`config.mk`:
```
export PLATFORM = sky130hd
export DESIGN_NAME = press_pulse
export DESIGN_NICKNAME = d
export VERILOG_FILES = /design/src/rtl/press_pulse.sv
export SDC_FILE = /design/constraint.sdc
export NUM_CORES = 1
export LEC_CHECK = 0
export BUFFER_PORTS_ARGS = -buffer_cell sky130_fd_sc_hd__buf_2
export CORE_AREA = 2 2 39 41
export DETAILED_ROUTE_END_ITERATION = 10
export DIE_AREA = 0 0 41 43
export GPL_TIMING_DRIVEN = 0
export PLACE_DENSITY = 0.41
export SLEW_MARGIN = 20
export SYNTH_ARGS = -nofsm -noshare
export SYNTH_HDL_FRONTEND = slang
export SYNTH_SLANG_ARGS = --single-unit
```
`constraint.sdc`:
```
create_clock -name clk -period 1.1 [get_ports clk]
set_input_delay 0.11 -clock clk [delete_from_list [all_inputs] [get_ports clk]]
set_output_delay 0.11 -clock clk [all_outputs]
set_load 0.01 [all_outputs]
```
`src/rtl/press_pulse.sv`:
```
// press_pulse
//   Debounces a synchronized push-button level and emits a single-cycle
//   press event for every accepted press. A level change is accepted only
//   after DEBOUNCE_CYCLES consecutive identical samples.
//
// Parameters
//   DEBOUNCE_CYCLES : consecutive stable samples needed to accept a change (1..255)
//
// Ports
//   clk    : system clock, rising edge
//   reset  : synchronous, active-high reset
//   din    : synchronized button level, 1 = pressed
//   enable : 1 = press events may be reported on pulse
//   pulse  : registered one-cycle press event
//   held   : registered debounced button level
module press_pulse #(
  parameter int DEBOUNCE_CYCLES = 4
) (
  input  logic clk,
  input  logic reset,
  input  logic din,
  input  logic enable,
  output logic pulse,
  output logic held
);

  localparam int CW = $clog2(DEBOUNCE_CYCLES + 1);

  // The qualifying edge is the one on which the counter would reach
  // DEBOUNCE_CYCLES, i.e. when it currently holds DEBOUNCE_CYCLES-1.
  localparam logic [CW-1:0] LAST = CW'(DEBOUNCE_CYCLES - 1);

  typedef enum logic [1:0] {
    IDLE   = 2'd0,
    P_WAIT = 2'd1,
    HELD   = 2'd2,
    R_WAIT = 2'd3
  } state_t;

  state_t        state, state_nxt;
  logic [CW-1:0] cnt, cnt_nxt;
  logic          pulse_nxt;
  logic          held_nxt;

  // State, counter and both outputs are registered together so pulse and
  // held change on the same edge as the state that implies them.
  always_ff @(posedge clk) begin
    if (reset) begin
      state <= IDLE;
      cnt   <= '0;
      pulse <= 1'b0;
      held  <= 1'b0;
    end else begin
      state <= state_nxt;
      cnt   <= cnt_nxt;
      pulse <= pulse_nxt;
      held  <= held_nxt;
    end
  end

  // Next-state logic. The first sample that differs from the stable level
  // already counts as one, so the counter starts at 1 when qualification
  // begins. With a single-sample debounce the wait states are skipped.
  // A glitch during release qualification returns to HELD silently, since
  // the button never actually left the pressed level.
  always_comb begin
    state_nxt = state;
    cnt_nxt   = cnt;
    pulse_nxt = 1'b0;

    case (state)
      IDLE: begin
        cnt_nxt = '0;
        if (din) begin
          if (DEBOUNCE_CYCLES == 1) begin
            state_nxt = HELD;
            pulse_nxt = enable;
          end else begin
            state_nxt = P_WAIT;
            cnt_nxt   = CW'(1);
          end
        end
      end

      P_WAIT: begin
        if (!din) begin
          state_nxt = IDLE;
          cnt_nxt   = '0;
        end else if (cnt == LAST) begin
          state_nxt = HELD;
          cnt_nxt   = '0;
          pulse_nxt = enable;
        end else begin
          cnt_nxt = cnt + CW'(1);
        end
      end

      HELD: begin
        cnt_nxt = '0;
        if (!din) begin
          if (DEBOUNCE_CYCLES == 1) begin
            state_nxt = IDLE;
          end else begin
            state_nxt = R_WAIT;
            cnt_nxt   = CW'(1);
          end
        end
      end

      R_WAIT: begin
        if (din) begin
          state_nxt = HELD;
          cnt_nxt   = '0;
        end else if (cnt == LAST) begin
          state_nxt = IDLE;
          cnt_nxt   = '0;
        end else begin
          cnt_nxt = cnt + CW'(1);
        end
      end

      default: begin
        state_nxt = IDLE;
        cnt_nxt   = '0;
      end
    endcase

    held_nxt = (state_nxt == HELD) || (state_nxt == R_WAIT);
  end

endmodule

```
==> impl_metrics.json <==
{
  "path_cells": "ha_1, and3b_1, a2111oi_2",
  "min_period_ns": 1.034,
  "dp.cells": 42,
  "dieWidth_um": 41,
  "hold_start": "enable",
  "vdd_drop_max_v": 0.0005883,
  "drive_above_1_share_pct": 31.03,
  "end_kind": "flip-flop",
  "placed_area_um2": 277.8,
  "maxSlewViolCount": 0,
  "min-delay-path-class": "in2reg",
  "p_leak_uw": 0.0001294,
  "antenna_found_initial": 0,
  "r2r_cells": 3,
  "first_global_vias": 188,
  "postCtsSetupRepairBufs": 0,
  "hold_path_end": "pulse",
  "fmax_mhz": 967.3,
  "grt.overflow.total": 0,
  "netlist_area_um2": 232.7,
  "drtPass1Iterations": 2,
  "cts_hold_buffers": 0,
  "drt-total-wl_um": 452,
  "cts_tree": "done",
  "clkLatencyLatePin_ns": 0.24,
  "final_area_um2": 300.3,
  "max_stage_delay_ns": 0.32,
  "finish.utilization_pct": 21.70,
  "grt_pass1_wl_um": 703,
  "yosysTopAreaCellShare_pct": 51.61,
  "ys_types": 13,
  "rows": 14,
  "io_pins": 6,
  "power.density_nw_per_um2": 1474,
  "min_path_cells": 3,
  "coreArea_um2": 1384,
  "cap_violations": 0,
  "critPathRequiredTime_ns": 1.23,
  "antenna_cells": 0,
  "worst_pin_slew_ns": 0.3795,
  "finalWeightedCongestion": 0.5695,
  "syn_to_final_growth_pct": 29.03,
  "numPortBuffers": 5,
  "critical-path-top-delay-family": "flip-flops",
  "synth_nets": 26,
  "syn_area_per_cell_um2": 11.08,
  "synth_seq_cells": 6,
  "cts_made_buffers": 3,
  "drtIter0Drc": 3,
  "wl_per_cell_um": 10.04,
  "yosysTopAreaCell": "dfxtp_1",
  "hold_slack_ns": 0.1144,
  "dieArea_um2": 1763,
  "cp_data_arrival_time_ns": 1.16,
  "clock_path_buffers": 2,
  "clkSinkCount": 6,
  "ys_seq_area_share_pct": 51.61,
  "min_period_over_period_pct": 93.99,
  "cp_slowest_cell": "dfxtp_1",
  "via_per_inst": 4.178,
  "cts.htree.levels": 1,
  "ant_nets": 0,
  "outcome": "finished, final reports clean",
  "fin_total_pwr_uw": 442.7,
  "clock_skew_ns": 0.006631,
  "ctsRootBufferMaster": "clkbuf_4",
  "rrSetupSlack_ns": 0.07,
  "cts_resized": 0,
  "die_h_um": 43,
  "cp_num_buf_inv": 0,
  "ys_top_cells_by_area": "dfxtp_1 52%, nor3_1 6.5%, a2111oi_2 6.5%",
  "rsz0062_at_grt": "false",
  "maxSlewHeadroom_pct": 74.52,
  "rr_startpoint": "cnt[0]",
  "path_max_fanout": 3,
  "route.vias.total": 188,
  "final_cell_mix": "6 x dfxtp_1, 5 x buf_2, 3 x nor3_1, 3 x clkbuf_4, 2 x nand3b_1",
  "n_fill_cell": 149,
  "hold_violations": 0,
  "final_common_cell": "dfxtp_1",
  "grt_max_degree": 7,
  "setup_violations": 0,
  "synth.yosys.warnings": 0,
  "r2r-end": "cnt[0]",
  "final_cell_count_no_fill": 45,
  "drc_errors": 0,
  "grt_usage_pct": 6.928,
  "synthCells": 21,
  "worstSetupPathType": "reg2reg",
  "initial_core_util_pct": 16.82,
  "layout.nets": 36,
  "cp-start-kind": "flip-flop",
  "clkTransAtPathRegs_ns": 0.04
}
## power by group
group	switching [uW]	total [uW]	internal (uW)
clock	70.6	193	123
combinational	11.4	21.7	10.3
sequential	4.51	228	223
## stage by stage
step	TNS, ns	setup slack (ns)
2_1_floorplan	0	0.07243
3_3_place_gp	0	0.03429
3_5_place_dp	-0.02591	-0.02591
4_1_cts	0	0.03639
5_1_grt	0	0.005757
6_report	0	0.06615
## cells in the mapped netlist, drive strengths merged
master   instances
or2b             1
nand3b           2
ha               1
mux2i            1
a2111oi          1
dfxtp            6
nor4             1
and3b            1
nand2b           1
inv              1
xnor2            1
nand2            1
nor3             3
## registers in the layout, summed over array words and instances, names as in the netlist
signal	count
cnt	3
held	1
pulse	1
state	1
## logic make-up (layout without fill, tap and decap cells)
logic type / after synthesis / after routing / synth area share, %
buf+inv: 1 / 9 / 1.611
fa+ha+maj: 1 / 1 / 5.375
xor+xnor: 1 / 1 / 3.764
simple gates: 10 / 10 / 26.88
flops: 6 / 6 / 51.61
compound gates: 1 / 1 / 6.450
mux: 1 / 1 / 4.301
## worst max-delay path by stage
| stage | start | end | slack (ns) | cells after the start |
|---|---|---|---|---|
| 4_1_cts | cnt[0] | cnt[0] | 0.04 | 3 |
| 2_1_floorplan | cnt[0] | cnt[0] | 0.07 | 3 |
| 5_1_grt | cnt[0] | cnt[0] | 0.006 | 3 |
| 6_report | cnt[0] | cnt[0] | 0.07 | 3 |
| 3_5_place_dp | cnt[0] | cnt[0] | -0.03 | 3 |
| 3_3_place_gp | cnt[0] | cnt[0] | 0.03 | 3 |
## worst min-delay path, cell delays in order
cell	delay (ns)
buf_2	0.10
inv_1	0.05
nor4_1	0.05
## final cells by class
| cell class | count | area (um2) | area share [%] |
|---|---|---|---|
| multi-input combinational | 14 | 108.9 | 36.25 |
| sequential | 6 | 120.1 | 40.00 |
| clock buffer | 3 | 22.52 | 7.500 |
| tap | 16 | 20.02 | 6.667 |
| timing repair buffer | 5 | 25.02 | 8.333 |
| inverter | 1 | 3.754 | 1.250 |
## routing by layer
metal / global-route usage, % / vias to the layer above / share of wire, %
li1: - / 93 / -
met4: 2.000 / 0 / 1.1
met2: 9.688 / 8 / 46
met1: 6.431 / 85 / 43
met3: 7.853 / 2 / 9.7
met5: 0 / - / 0
No activity file was read; power rests on OpenSTA's default activity.
